## src/rtl/pcpi_pkg.sv

```systemverilog
// Shared types and defaults for the PCPI initiator and its timeout counter.
package pcpi_pkg;

    localparam int PCPI_XLEN    = 32;
    localparam int PCPI_TIMEOUT = 16;

    typedef enum logic [1:0] {
        IDLE  = 2'd0,
        ISSUE = 2'd1,
        RESP  = 2'd2
    } pcpi_state_e;

    typedef struct packed {
        logic [PCPI_XLEN-1:0] insn;
        logic [PCPI_XLEN-1:0] rs1;
        logic [PCPI_XLEN-1:0] rs2;
    } pcpi_req_t;

    typedef struct packed {
        logic                 wr;
        logic [PCPI_XLEN-1:0] rd;
        logic                 illegal;
    } pcpi_rsp_t;

    // A zero timeout still needs a 1-bit counter so the logic stays well formed.
    function automatic int ctr_width(input int t);
        return (t < 1) ? 1 : $clog2(t + 1);
    endfunction

endpackage

```

## src/rtl/pcpi_timeout_ctr.sv

```systemverilog
// Clear-on-wait saturating counter; fire pulses on the last no-wait cycle
// of an unanswered request. TIMEOUT_CYCLES=0 never fires.
module pcpi_timeout_ctr
    import pcpi_pkg::*;
#(
    parameter int TIMEOUT_CYCLES = PCPI_TIMEOUT
) (
    input  logic clk,
    input  logic rst,
    input  logic active,
    input  logic stall,
    input  logic ready_in,
    output logic fire
);

    localparam int             CW       = ctr_width(TIMEOUT_CYCLES);
    localparam logic [CW-1:0]  CNT_MAX  = CW'(TIMEOUT_CYCLES);
    localparam logic [CW-1:0]  CNT_LAST = (TIMEOUT_CYCLES > 0) ? CW'(TIMEOUT_CYCLES - 1) : '0;
    localparam logic           EN       = (TIMEOUT_CYCLES > 0);

    logic [CW-1:0] cnt;

    always_ff @(posedge clk or posedge rst) begin
        if (rst) begin
            cnt <= '0;
        end else if (!active || stall) begin
            cnt <= '0;
        end else if (cnt != CNT_MAX) begin
            cnt <= cnt + CW'(1);
        end
    end

    // A same-cycle ready always beats the timeout.
    assign fire = EN && active && !stall && !ready_in && (cnt == CNT_LAST);

endmodule

```

## src/rtl/pcpi_initiator.sv

```systemverilog
// PCPI master: issues one instruction at a time and returns the responder's
// result. Optional perf counters enabled by PCPI_INITIATOR_PERF_EN.
module pcpi_initiator
    import pcpi_pkg::*;
#(
    parameter int XLEN           = PCPI_XLEN,
    parameter int TIMEOUT_CYCLES = PCPI_TIMEOUT
) (
    input  logic            pcpi_clock,
    input  logic            pcpi_reset,
    input  logic            req_valid,
    output logic            req_ready,
    input  logic [XLEN-1:0] req_insn,
    input  logic [XLEN-1:0] req_rs1,
    input  logic [XLEN-1:0] req_rs2,
    output logic            rsp_valid,
    input  logic            rsp_ready,
    output logic            rsp_wr,
    output logic [XLEN-1:0] rsp_rd,
    output logic            rsp_illegal,
    output logic            pcpi_valid,
    output logic [XLEN-1:0] pcpi_insn,
    output logic [XLEN-1:0] pcpi_rs1,
    output logic [XLEN-1:0] pcpi_rs2,
    input  logic            pcpi_wr,
    input  logic [XLEN-1:0] pcpi_rd,
    input  logic            pcpi_wait,
    input  logic            pcpi_ready
`ifdef PCPI_INITIATOR_PERF_EN
    ,
    output logic [31:0]     perf_issued,
    output logic [31:0]     perf_illegal,
    output logic [31:0]     perf_busy
`endif
);

    pcpi_state_e state, state_nxt;
    logic        in_issue;
    logic        fire;

    assign in_issue = (state == ISSUE);

    pcpi_timeout_ctr #(
        .TIMEOUT_CYCLES(TIMEOUT_CYCLES)
    ) u_timeout (
        .clk      (pcpi_clock),
        .rst      (pcpi_reset),
        .active   (in_issue),
        .stall    (pcpi_wait),
        .ready_in (pcpi_ready),
        .fire     (fire)
    );

    always_ff @(posedge pcpi_clock or posedge pcpi_reset) begin
        if (pcpi_reset) state <= IDLE;
        else            state <= state_nxt;
    end

    always_comb begin
        state_nxt  = state;
        req_ready  = 1'b0;
        pcpi_valid = 1'b0;
        rsp_valid  = 1'b0;
        case (state)
            IDLE: begin
                req_ready = 1'b1;
                if (req_valid) state_nxt = ISSUE;
            end
            ISSUE: begin
                pcpi_valid = 1'b1;
                if (pcpi_ready || fire) state_nxt = RESP;
            end
            RESP: begin
                rsp_valid = 1'b1;
                if (rsp_ready) state_nxt = IDLE;
            end
            default: state_nxt = IDLE;
        endcase
    end

    // Request and response registers; responder inputs only matter in ISSUE.
    always_ff @(posedge pcpi_clock or posedge pcpi_reset) begin
        if (pcpi_reset) begin
            pcpi_insn   <= '0;
            pcpi_rs1    <= '0;
            pcpi_rs2    <= '0;
            rsp_wr      <= 1'b0;
            rsp_rd      <= '0;
            rsp_illegal <= 1'b0;
        end else begin
            if (state == IDLE && req_valid) begin
                pcpi_insn <= req_insn;
                pcpi_rs1  <= req_rs1;
                pcpi_rs2  <= req_rs2;
            end
            if (in_issue) begin
                if (pcpi_ready) begin
                    rsp_wr      <= pcpi_wr;
                    rsp_rd      <= pcpi_wr ? pcpi_rd : '0;
                    rsp_illegal <= 1'b0;
                end else if (fire) begin
                    rsp_wr      <= 1'b0;
                    rsp_rd      <= '0;
                    rsp_illegal <= 1'b1;
                end
            end
        end
    end

`ifdef PCPI_INITIATOR_PERF_EN
    always_ff @(posedge pcpi_clock or posedge pcpi_reset) begin
        if (pcpi_reset) begin
            perf_issued  <= '0;
            perf_illegal <= '0;
            perf_busy    <= '0;
        end else begin
            if (state == IDLE && req_valid) perf_issued  <= perf_issued + 32'd1;
            if (fire)                       perf_illegal <= perf_illegal + 32'd1;
            if (in_issue)                   perf_busy    <= perf_busy + 32'd1;
        end
    end
`endif

endmodule

```

## config.mk

```make
export PLATFORM = sky130hd
export DESIGN_NAME = pcpi_initiator
export DESIGN_NICKNAME = d
export VERILOG_FILES = /design/src/rtl/pcpi_pkg.sv /design/src/rtl/pcpi_timeout_ctr.sv /design/src/rtl/pcpi_initiator.sv
export SDC_FILE = /design/constraint.sdc
export NUM_CORES = 1
export LEC_CHECK = 0
export CAP_MARGIN = 20
export CORE_MARGIN = 10
export CORE_UTILIZATION = 36
export DETAILED_ROUTE_END_ITERATION = 7
export PLACE_DENSITY = 0.77
export SYNTH_ARGS = -nofsm -noshare
export SYNTH_HDL_FRONTEND = slang
export SYNTH_SLANG_ARGS = --single-unit
```

## constraint.sdc

```tcl
create_clock -name pcpi_clock -period 4.6 [get_ports pcpi_clock]
set_input_delay 0.69 -clock pcpi_clock [delete_from_list [all_inputs] [get_ports pcpi_clock]]
set_output_delay 0.69 -clock pcpi_clock [all_outputs]
set_load 0.1 [all_outputs]
```

==> Yosys cells after proc, flatten, opt, wreduce, memory -nomap -nowiden <==
Cells that the tools add are included.
{ "word_totals": {"out_inout_bits": 133, "wordCells": 46, "regBits": 137, "in_bits": 135} }
{ "op_classes": {"n_addsub": 1, "reduce_logical": 14, "muxes": 16, "n_eq_ne": 7} }
{ "ops": {"columns": ["cell", "count"], "rows": [
  ["32-bit two-way mux", 3],
  ["5-bit two-way mux", 2],
  ["1-bit two-way mux", 7],
  ["2-bit two-way mux", 3],
  ["2-bit inequality test, second input constant", 3],
  ["2-bit one-hot mux with 3 select lines", 1],
  ["5-bit by 1-bit adder with 5-bit output, second input constant", 1],
  ["5-bit by 4-bit equality test with 1-bit output, second input constant", 1],
  ["5-bit inequality test, second input constant", 1],
  ["1-bit logical AND", 4],
  ["2-bit nonzero test", 2],
  ["1-bit zero test", 3],
  ["3-bit AND reduction", 1],
  ["2-bit by 1-bit equality test with 1-bit output, second input constant", 1],
  ["2-bit equality test, second input constant", 1],
  ["2-bit zero test", 1],
  ["1-bit logical OR", 2],
  ["2-bit AND reduction", 1]
]} }

==> Logic depth before layout (Yosys ltp) <==
{ "logic_depth": {"word_depth": 7, "depth_mapped": 7, "ltp_nobuf": 6} }

==> Modules after synthesis <==
A second synthesis with hierarchy kept.
{ "hier_totals": {"hier_cells": 323, "area_unflattened_um2": 5352.6} }
{ "modules_own_cells": {"columns": ["mod", "cells_each", "seq_area_each_um2", "area_each_um2", "instances"], "rows": [
  ["pcpi_initiator", 293, 3303.2, 5032.3, 1],
  ["pcpi_timeout_ctr", 30, 125.1, 320.3, 1]
]} }

==> Least setup slack after synthesis <==
Ideal clock, no wire load.
{ "synth_path": {"kind": "flip-flop to flip-flop", "start": "reg state[1]", "end": "reg pcpi_rs1[0]", "path_buffers": 3, "t_required_ns": 4.474, "path_stages_with_launch": 7, "arrival_time_ns": 2.659, "path_slack_ns": 1.815, "setup_ns": 0.126, "synth_period_minus_slack_ns": 2.785, "cell_sequence": "dfrtp_1 -> nor2_1 -> and2_1 -> buf_2 -> buf_6 -> buf_6 -> mux2_4"} }
{ "synth_via": {"elab_chain_cells": 2} }
{ "synth_rtl": {"columns": ["element", "line_no", "text"], "rows": [
  ["start, declared", "pcpi_initiator.sv:37", "pcpi_state_e state, state_nxt;"],
  ["start signal, assigned", "pcpi_initiator.sv:56", "else state <= state_nxt;"],
  ["2-bit zero test", "pcpi_initiator.sv:91", "if (state == IDLE && req_valid) begin"],
  ["1-bit logical AND", "pcpi_initiator.sv:91", null],
  ["end signal, assigned", "pcpi_initiator.sv:93", "pcpi_rs1 <= req_rs1;"],
  ["end, declared", "pcpi_initiator.sv:23", "output logic [XLEN-1:0] pcpi_rs1,"]
]} }
Every way passes these cells.
A chain may end at the register's enable or synchronous reset.

==> Worst setup path in the final report <==
{ "layout_path": {"start": "reg state[1]", "end": "out pcpi_valid"} }
{ "layout_via": {"elab_chain_cells": 2} }
{ "layout_rtl": {"columns": ["element", "line_no", "text"], "rows": [
  ["2-bit by 1-bit equality test with 1-bit output", "pcpi_initiator.sv:64", "case (state)"],
  ["1-bit two-way mux", "pcpi_initiator.sv:64", null],
  ["end, declared", "pcpi_initiator.sv:21", "output logic pcpi_valid,"]
]} }
Every way passes these cells.

==> run_results.csv <==
group,metric,value,unit
status,status,"finished, final reports clean",
critical_path,r2r_end,"pcpi_insn[6]",
synthesis,synthArstFlopShare,100,%
synthesis,yosysMostFrequentCell,"dfrtp_1",
synthesis,synth_largest_area_cell,"dfrtp_1",
routing,drtIter0Drc,93,
synthesis,ys_seq_area_share,65.4,%
synthesis,synth_ff_type,"dfrtp_1",
clock_tree,clk_path_buf_depth,2,
clock_tree,clkTransAtPathRegs,60,ps
critical_path,r2r_start,"state[0]",
clock_tree,clk_latency,420,ps
min_path,hp-class,"reg2reg",
synthesis,syn_avg_cell_area,16.5,um2
placement,hpwlAfterDp,11600,um
synthesis,ys_top_cells_by_count,"137 x dfrtp_1, 67 x mux2_2, 32 x a22o_1",
routing,wire_per_inst,19.3,um
finish,final_net_count,729,
critical_path,regToRegSetupSlack,2480,ps
sta,finalCritPeriodShare,67.0,%
synthesis,syn_inst,318,
sta,setup_viol,0,
min_path,hold_path_end,"rsp_wr",
synthesis,synth_top_area_share,65.4,%
finish,postLayoutCoreUtil,61.4,%
sta,period_minus_slack,3080,ps
critical_path,path_cells,"nand2b_2, inv_1, clkdlybuf4s50_1",
critical_path,arrival,2390,ps
finish,diodes,0,
synthesis,ys_ff_latch,137,
placement,gp_congestion,0.825,
sta,finalSetupTns,0,ps
critical_path,critPathSlowestCell,"clkdlybuf4s50_1",
sta,tightest_slew,1020,ps
critical_path,critical-path-max-stage-delay,1170,ps
sta,fmax,0.324,GHz
grt,grt_pass1_vias,4241,
floorplanning,die_w,141,um
critical_path,worstPathRequired,3910,ps
synthesis,yosys_warnings,0,
sta,worst_clock_skew,9.04,ps
placement,portBuffers,267,
clock_tree,clock_sinks,137,
sta,slew_headroom,31.6,%
job,drv_cap,0,
routing,firstDrtPassIters,4,
routing,vias,3721,
routing,antenna_left,0,
routing,wirelength,15200,um
finish,final_layout_size_suffix_gt1_share,22.8,%
routing,vias_per_cell,4.72,
min_path,min_from,"rsp_wr",
floorplanning,chipHeight,141,um
floorplanning,num_io_pins,268,
synthesis,synth_area_leaders,"dfrtp_1 65%, mux2_2 14%, mux2_4 8.3%",
grt,grtUsageTotal,15.1,%
critical_path,worstSetupPathType,"reg2out",
critical_path,critical_path_peak_fanout,7,
critical_path,worst_setup_path_end_kind,"output port",
clock_tree,post-cts-setup-buffer-count,0,
synthesis,syn-num-nets,456,
grt,antenna_found_initial,0,
clock_tree,numCtsBuffers,17,
floorplanning,core_area,14400,um2
floorplanning,die-area,19800,um2
synthesis,synth_cell_types,27,
sta,hold_viol_final,0,
floorplanning,initial_core_util,36.4,%
synthesis,synth-edff-count,0,
finish,areaGrowthSynthToFinish,68.8,%
floorplanning,rows,44,
clock_tree,cts_resized,0,
grt,grt_pass1_wl,23700,um
critical_path,cp-start-kind,"flop",
sta,finalMaxSlewViolations,0,
synthesis,syn-cell-area,5250,um2
clock_tree,cts_hold_buffers,0,
clock_tree,cts_tree,"yes",
clock_tree,cts.htree.levels,4,
routing,drcViolationCount,0,
min_path,worstHoldPathCells,1,
grt,grt_max_degree,80,
critical_path,ff2ff_path_depth,4,
clock_tree,root_buffer,"clkbuf_16",
grt,grt-ovfl-total,0,
finish,nFillCells,1062,
sta,grt_setup_unrepaired,"false",
-- routing by layer --
metal / GRT usage (%) / part of all wire, % / up-vias
met2: 24.2 / 48 / 173
met5: 0 / 0 / -
li1: - / - / 1682
met4: 5.33 / 1.5 / 0
met1: 17.2 / 41 / 1848
met3: 7.46 / 9.8 / 18
-- kinds of logic after synthesis --
family / after synthesis / synth area share [%]
AO/OA/AOI/OAI: 37 / 5.87
flip-flops: 137 / 65.4
multiplexers: 97 / 22.9
XOR/XNOR: 3 / 0.501
AND/OR/NAND/NOR: 17 / 2.00
adder cells (fa/ha/maj): 3 / 0.716
buffers and inverters: 24 / 2.67
-- area by class of cell --
type | count | area, um2 | share of cell area (%)
sequential | 137 | 3430 | 38.7
timing repair buffer | 272 | 2780 | 31.4
multi-input combinational | 157 | 1680 | 19.0
clock buffer | 22 | 494 | 5.58
tap | 184 | 230 | 2.60
clock inverter | 10 | 210 | 2.37
inverter | 6 | 25.0 | 0.283
-- stage by stage --
stage	cell area, um2	setup slack, ps	hold slack (ps)	cells
after global routing	8850	1430	513	788
after floorplan	5250	242	549	318
final	8850	1520	477	788
after detailed placement	8090	1900	470	754
after global placement	8080	1840	460	753
after CTS	8800	1500	487	786
-- cell usage in the layout (no fill, tap or decap), drive strengths merged, types with 3 or more instances in the layout --
cell type,instances
a22o,32
dfrtp,137
mux2,96
clkbuf,22
inv,7
buf,5
bufinv,6
ha,3
nor3,5
clkdlybuf4s50,267
-- state kept, by name (all words and copies together), names as in the netlist --
register,cells
rsp_wr,1
u_timeout.cnt,5
rsp_illegal,1
pcpi_rs1,32
rsp_rd,32
pcpi_rs2,32
pcpi_insn,32
state,2
-- how the worst max path moves through the flow --
stage | slack, ps | depth (start not counted) | to | start
2_1_floorplan | 240 | 1 | pcpi_insn[0] | pcpi_reset
3_3_place_gp | 1840 | 4 | state[1] | pcpi_wait
3_5_place_dp | 1900 | 4 | pcpi_insn[3] | req_valid
4_1_cts | 1500 | 3 | pcpi_valid | state[1]
5_1_grt | 1430 | 3 | pcpi_valid | state[1]
6_report | 1520 | 3 | pcpi_valid | state[1]
-- worst max-delay path: cells and delay by family (launching register included) --
family	cells	cell delay, ps
buffers and inverters	2	1350
flip-flops	1	390
AND/OR/NAND/NOR	1	240
Power is not shown: default switching activity piles up to over one toggle a cycle in this logic, so the estimate is an artifact.
